File: config.mk
export PLATFORM = sky130hd
export DESIGN_NAME = ext_pipe
export DESIGN_NICKNAME = d
export VERILOG_FILES = /design/src/rtl/ext_pkg.sv /design/src/rtl/ext_core.sv /design/src/rtl/ext_pipe.sv
export SDC_FILE = /design/constraint.sdc
export NUM_CORES = 1
export LEC_CHECK = 0
export CORE_MARGIN = 2
export CORE_UTILIZATION = 51
export DETAILED_ROUTE_END_ITERATION = 8
export GPL_ROUTABILITY_DRIVEN = 1
export PLACE_DENSITY = 0.92
export SLEW_MARGIN = 20
export SYNTH_ARGS = -nofsm -noshare
export SYNTH_HDL_FRONTEND = slang
export SYNTH_HIERARCHICAL = 1
export SYNTH_SLANG_ARGS = --single-unit
export TNS_END_PERCENT = 100
File: constraint.sdc
create_clock -name clk -period 2.1 [get_ports clk]
set_clock_uncertainty 0.1 [all_clocks]
set_input_delay 0.315 -clock clk [delete_from_list [all_inputs] [get_ports clk]]
set_output_delay 0.315 -clock clk [all_outputs]
set_load 0.02 [all_outputs]
File: src/rtl/ext_pkg.sv
// ext_pkg: shared encodings for the extension pipeline.
//   - EXT_* : 3-bit operation codes presented on in_op
//   - state_t : skid-buffer occupancy states
//   - ERR_CNT_MAX : saturation value of the error counter
package ext_pkg;

  localparam logic [2:0] EXT_ZEXT = 3'd0;
  localparam logic [2:0] EXT_SEXT = 3'd1;
  localparam logic [2:0] EXT_HIGH = 3'd2;
  localparam logic [2:0] EXT_LB   = 3'd3;
  localparam logic [2:0] EXT_LBU  = 3'd4;
  localparam logic [2:0] EXT_LH   = 3'd5;
  localparam logic [2:0] EXT_LHU  = 3'd6;
  localparam logic [2:0] EXT_RSVD = 3'd7;

  typedef enum logic [1:0] {
    S_EMPTY = 2'd0,
    S_ONE   = 2'd1,
    S_TWO   = 2'd2
  } state_t;

  localparam int unsigned ERR_CNT_MAX = 255;

endpackage

File: src/rtl/ext_core.sv
// ext_core: purely combinational extension datapath.
//   op   : operation code (ext_pkg::EXT_*)
//   imm  : immediate operand (ZEXT/SEXT/HIGH)
//   data : raw load word (LB/LBU/LH/LHU)
//   off  : little-endian byte offset into data
//   res  : extended result (zero on error)
//   err  : misaligned halfword or reserved op
module ext_core
  import ext_pkg::*;
#(
  parameter int unsigned IMM_W  = 16,
  parameter int unsigned DATA_W = 32,
  localparam int unsigned OFF_W = $clog2(DATA_W / 8)
) (
  input  logic [2:0]        op,
  input  logic [IMM_W-1:0]  imm,
  input  logic [DATA_W-1:0] data,
  input  logic [OFF_W-1:0]  off,
  output logic [DATA_W-1:0] res,
  output logic              err
);

  logic [OFF_W+2:0] bbase;
  logic [OFF_W+2:0] hbase;
  logic [7:0]       byte_v;
  logic [15:0]      half_v;

  // Halfword base drops offset bit 0 so the select always stays in range;
  // odd offsets are flagged as errors and never use half_v.
  assign bbase  = {off, 3'b000};
  assign hbase  = bbase & ~(OFF_W+3)'(8);
  assign byte_v = data[bbase +: 8];
  assign half_v = data[hbase +: 16];

  always_comb begin
    res = '0;
    err = 1'b0;
    case (op)
      EXT_ZEXT: res = DATA_W'(imm);
      EXT_SEXT: res = DATA_W'($signed(imm));
      EXT_HIGH: res = {imm, {(DATA_W-IMM_W){1'b0}}};
      EXT_LB:   res = DATA_W'($signed(byte_v));
      EXT_LBU:  res = DATA_W'(byte_v);
      EXT_LH: begin
        if (off[0]) err = 1'b1;
        else        res = DATA_W'($signed(half_v));
      end
      EXT_LHU: begin
        if (off[0]) err = 1'b1;
        else        res = DATA_W'(half_v);
      end
      default:  err = 1'b1;
    endcase
  end

endmodule

File: src/rtl/ext_pipe.sv
// ext_pipe: registered extension unit with a two-entry skid buffer.
//   clk, rst_n           : clock, asynchronous active-low reset
//   flush                : synchronous flush, drops held and incoming entries
//   in_valid/in_ready    : request handshake (in_ready from registered state)
//   in_op/in_imm/in_data/in_off : request fields
//   out_valid/out_ready  : result handshake
//   out_data/out_err     : result and error flag
//   err_cnt              : saturating count of accepted erroneous requests
module ext_pipe
  import ext_pkg::*;
#(
  parameter int unsigned IMM_W  = 16,
  parameter int unsigned DATA_W = 32,
  localparam int unsigned OFF_W = $clog2(DATA_W / 8)
) (
  input  logic              clk,
  input  logic              rst_n,
  input  logic              flush,
  input  logic              in_valid,
  output logic              in_ready,
  input  logic [2:0]        in_op,
  input  logic [IMM_W-1:0]  in_imm,
  input  logic [DATA_W-1:0] in_data,
  input  logic [OFF_W-1:0]  in_off,
  output logic              out_valid,
  input  logic              out_ready,
  output logic [DATA_W-1:0] out_data,
  output logic              out_err,
  output logic [7:0]        err_cnt
);

  state_t state, state_nx;

  logic [DATA_W-1:0] core_res;
  logic              core_err;
  logic [DATA_W-1:0] out_q, skid_q;
  logic              out_err_q, skid_err_q;
  logic              in_fire, out_fire;
  logic              ld_out_new, ld_out_skid, ld_skid;

  ext_core #(
    .IMM_W  (IMM_W),
    .DATA_W (DATA_W)
  ) u_core (
    .op   (in_op),
    .imm  (in_imm),
    .data (in_data),
    .off  (in_off),
    .res  (core_res),
    .err  (core_err)
  );

  assign in_ready  = (state != S_TWO);
  assign out_valid = (state != S_EMPTY);
  assign in_fire   = in_valid & in_ready;
  assign out_fire  = out_valid & out_ready;
  assign out_data  = out_q;
  assign out_err   = out_err_q;

  always_ff @(posedge clk or negedge rst_n) begin
    if (!rst_n) state <= S_EMPTY;
    else        state <= state_nx;
  end

  always_comb begin
    state_nx    = state;
    ld_out_new  = 1'b0;
    ld_out_skid = 1'b0;
    ld_skid     = 1'b0;
    if (flush) begin
      state_nx = S_EMPTY;
    end else begin
      case (state)
        S_EMPTY: begin
          if (in_fire) begin
            state_nx   = S_ONE;
            ld_out_new = 1'b1;
          end
        end
        S_ONE: begin
          if (in_fire && out_fire) begin
            ld_out_new = 1'b1;
          end else if (in_fire) begin
            state_nx = S_TWO;
            ld_skid  = 1'b1;
          end else if (out_fire) begin
            state_nx = S_EMPTY;
          end
        end
        S_TWO: begin
          if (out_fire) begin
            state_nx    = S_ONE;
            ld_out_skid = 1'b1;
          end
        end
        default: state_nx = S_EMPTY;
      endcase
    end
  end

  always_ff @(posedge clk or negedge rst_n) begin
    if (!rst_n) begin
      out_q      <= '0;
      out_err_q  <= 1'b0;
      skid_q     <= '0;
      skid_err_q <= 1'b0;
    end else begin
      if (ld_out_new) begin
        out_q     <= core_res;
        out_err_q <= core_err;
      end else if (ld_out_skid) begin
        out_q     <= skid_q;
        out_err_q <= skid_err_q;
      end
      if (ld_skid) begin
        skid_q     <= core_res;
        skid_err_q <= core_err;
      end
    end
  end

  always_ff @(posedge clk or negedge rst_n) begin
    if (!rst_n) begin
      err_cnt <= '0;
    end else if (in_fire && !flush && core_err && (err_cnt != 8'(ERR_CNT_MAX))) begin
      err_cnt <= err_cnt + 8'd1;
    end
  end

endmodule

==> results.yml <==
cells_and_area:
  drive_gt1_share_pct: 27.7
  final_cell_area_sq_um: 5900
  finalNonFillerCells: 574
  post-route-util_pct: 71.4
  mostFrequentLayoutCell: "clkdlybuf4s50_1"
  diodes: 0
  final_cell_mix: "clkdlybuf4s50_1, dfrtp_1, mux2_2, a22o_4, a21o_1"
  syn2layout_area_growth_pct: 35.1
  fin_nets: 525
  fillCellCount: 580
place:
  place_congestion: 0.903
  dpl_worst_slack_ns: -0.438
  hpwl_mm: 8.29
  place_area_sq_um: 5640
  dp.cells: 557
  port_buffers: 100
power:
  total_power_mw: 4.45
  vdd_ir_drop_max_uv: 494
  power_density_nw_per_um2: 754
  p_leak_nw: 2.98
cts:
  clock-sinks: 76
  numCtsBuffers: 9
  path_clk_slew_ns: 0.08
  clk_latency_ns: 0.35
  cts_max_path_buffers: 2
  clockRootBuffer: "clkbuf_8"
  cts_tree: "built"
  ctsHtreeMaxLevel: 3
die:
  pin_count: 101
  start_util_pct: 52.8
  dieWidth_um: 96.5
  coreArea_sq_um: 8260
  num_rows: 33
  die_height_um: 96.5
  die_area_sq_um: 9310
worst_setup_path:
  criticalPathCategory: "input pin to flop"
  crit_start: "in_op[1]"
  timing.rr.start: "state[0]$_DFFE_PN0P_"
  start_kind: "input pin"
  crit_top_cell: "buf_4"
  critPathSlowestCell: "clkdlybuf4s50_1"
  crit_chain: "clkdlybuf4s50_1 -> buf_4 -> nand4bb_1 -> buf_4 -> a21oi_1 -> a221o_1 -> a22o_1 -> a21o_2"
  worst_path_largest_cell_delay_ns: 0.52
  arrival_ns: 2.21
  reg2reg_depth: 6
  rr_endpoint: "out_data[1]$_DFFE_PN0P_"
  rrSetupSlack_ns: 0.30
  path_max_fanout: 10
  cp.required_ns: 2.23
  endpoint: "out_data[1]$_DFFE_PN0P_"
  end_kind: "flop"
  cp_num_buf_inv: 3
  cpLargestDelayFamily: "buffers and inverters"
  path_depth: 8
sta:
  rsz0062_at_grt: "false"
  slew_violations: 0
  fmax_mhz: 481
  timing.final.crit_share_pct: 99.0
  hold_slack_ns: 0.340
  setup_violations: 0
  slew_headroom_pct: 56.5
  hold_violations: 0
  period_needed_ns: 2.08
  worst_pin_slew_ns: 0.652
  setup_slack_ns: 0.0219
  tns_ns: 0
synth:
  ys.warnings.count: 6
  async_reset_ff_share_pct: 100
  avgSynthCellArea_sq_um: 12.7
  syn-num-nets: 402
  ys_seq_elements: 76
  synth_area_leaders: "dfrtp_1, a22o_4, mux2_2"
  synth_cell_type_count: 53
  synth_compound_area_share_pct: 27.2
  synth_top_cell_area_share_pct: 43.6
  synth_top_family_by_area: "compound AO/OA/AOI/OAI gates"
  yosys.area_share.simple_pct: 9.38
  yosysSeqAreaShare_pct: 43.6
  synth_cells: 343
  synth_edf_count: 0
  post_synth_mux_area_share_pct: 14.2
  synth_area_leader_cell: "dfrtp_1"
  synthFlopType: "dfrtp_1"
  synth_xor_area_share_pct: 0.602
  synthAdderAreaFrac_pct: 0.287
  syn_area_sq_um: 4360
detailed_routing:
  dr.pass1.iters: 5
  drc_errors: 0
  vias: 3451
  first_iter_violations: 231
  viasPerCell: 6.01
  routedWlPerCell_um: 20.3
  totalWireLength_mm: 11.6
  postRouteAntennaNets: 0
global_routing:
  overflow: 0
  grt_pass1_vias: 3537
  antenna_found_initial: 0
  grt_max_degree: 48
  grt_util_all_layers_pct: 25.8
  grt_pass1_wl_mm: 18.0
hold_path:
  holdCritPathClass: "input pin to async pin"
flow_run:
  maxCapViolations: 0
status:
  outcome: "complete, no violations"
[report_power, final]
group | switching [mW] | total (mW) | internal, mW
clock | 0.513 | 1.20 | 0.691
combinational | 0.579 | 1.28 | 0.696
sequential | 0.226 | 1.97 | 1.74
[Yosys cell counts, types with 2 or more instances]
library cell / n
a211o_1: 6
a211oi_1: 2
a21o_1: 30
a21o_2: 3
a21oi_1: 24
a221o_1: 10
a22o_1: 3
a22o_4: 30
and2b_4: 2
and4bb_1: 2
buf_2: 4
buf_4: 4
buf_6: 11
clkbuf_1: 6
dfrtp_1: 76
mux2_1: 15
mux2_2: 30
mux2i_1: 9
nand2_1: 21
nand2b_1: 2
nand3_1: 4
nand3b_1: 2
nand4_1: 2
nor2_1: 3
nor3_1: 2
nor3b_1: 2
nor3b_4: 2
nor4b_1: 6
o21ai_0: 4
xnor2_1: 3
[registers in the layout (all words and copies together) (netlist names)]
name	cells
skid_q	32
skid_err_q	1
err_cnt	8
state	2
out_data	32
out_err	1
[layout make-up]
type	instances	area, sq um	area share [%]
Timing Repair Buffer	137	1370	23.3
Sequential cell	76	1900	32.3
Clock buffer	10	138	2.33
Tap cell	105	131	2.23
Inverter	2	10.0	0.170
Clock inverter	4	73.8	1.25
Multi-Input combinational cell	240	2270	38.5
[worst min path at each step]
stage / from / to
4_1_cts: rst_n / out_data[18]$_DFFE_PN0P_
6_report: rst_n / out_data[18]$_DFFE_PN0P_
3_5_place_dp: rst_n / out_data[18]$_DFFE_PN0P_
3_3_place_gp: rst_n / out_data[18]$_DFFE_PN0P_
5_1_grt: rst_n / out_data[18]$_DFFE_PN0P_
2_1_floorplan: rst_n / err_cnt[0]$_DFFE_PN0P_
[cell families after synthesis]
kind of cell	after synthesis
AO/OA/AOI/OAI	120
multiplexers	55
AND/OR/NAND/NOR	61
adder cells (fa/ha/maj)	1
buffers and inverters	27
XOR/XNOR	3
flip-flops	76
[what timing repair did]
item	CTS	global route
buffers inserted	0	2
resized for setup	4	5
hold endpoints to repair	29	0
hold buffers	1	0
gates cloned	0	0
setup endpoints to repair	28	25
pin swaps	1	2
[per-layer routing]
metal  up-vias  GRT usage [%]  routed length (um)
met5         -              0                   0
met3        25           6.21                 890
met1      1725           32.8                4710
met4         0           10.7                 314
met2       145           42.4                5710
li1       1556              -                   -
(Power assumes the default switching activity.)
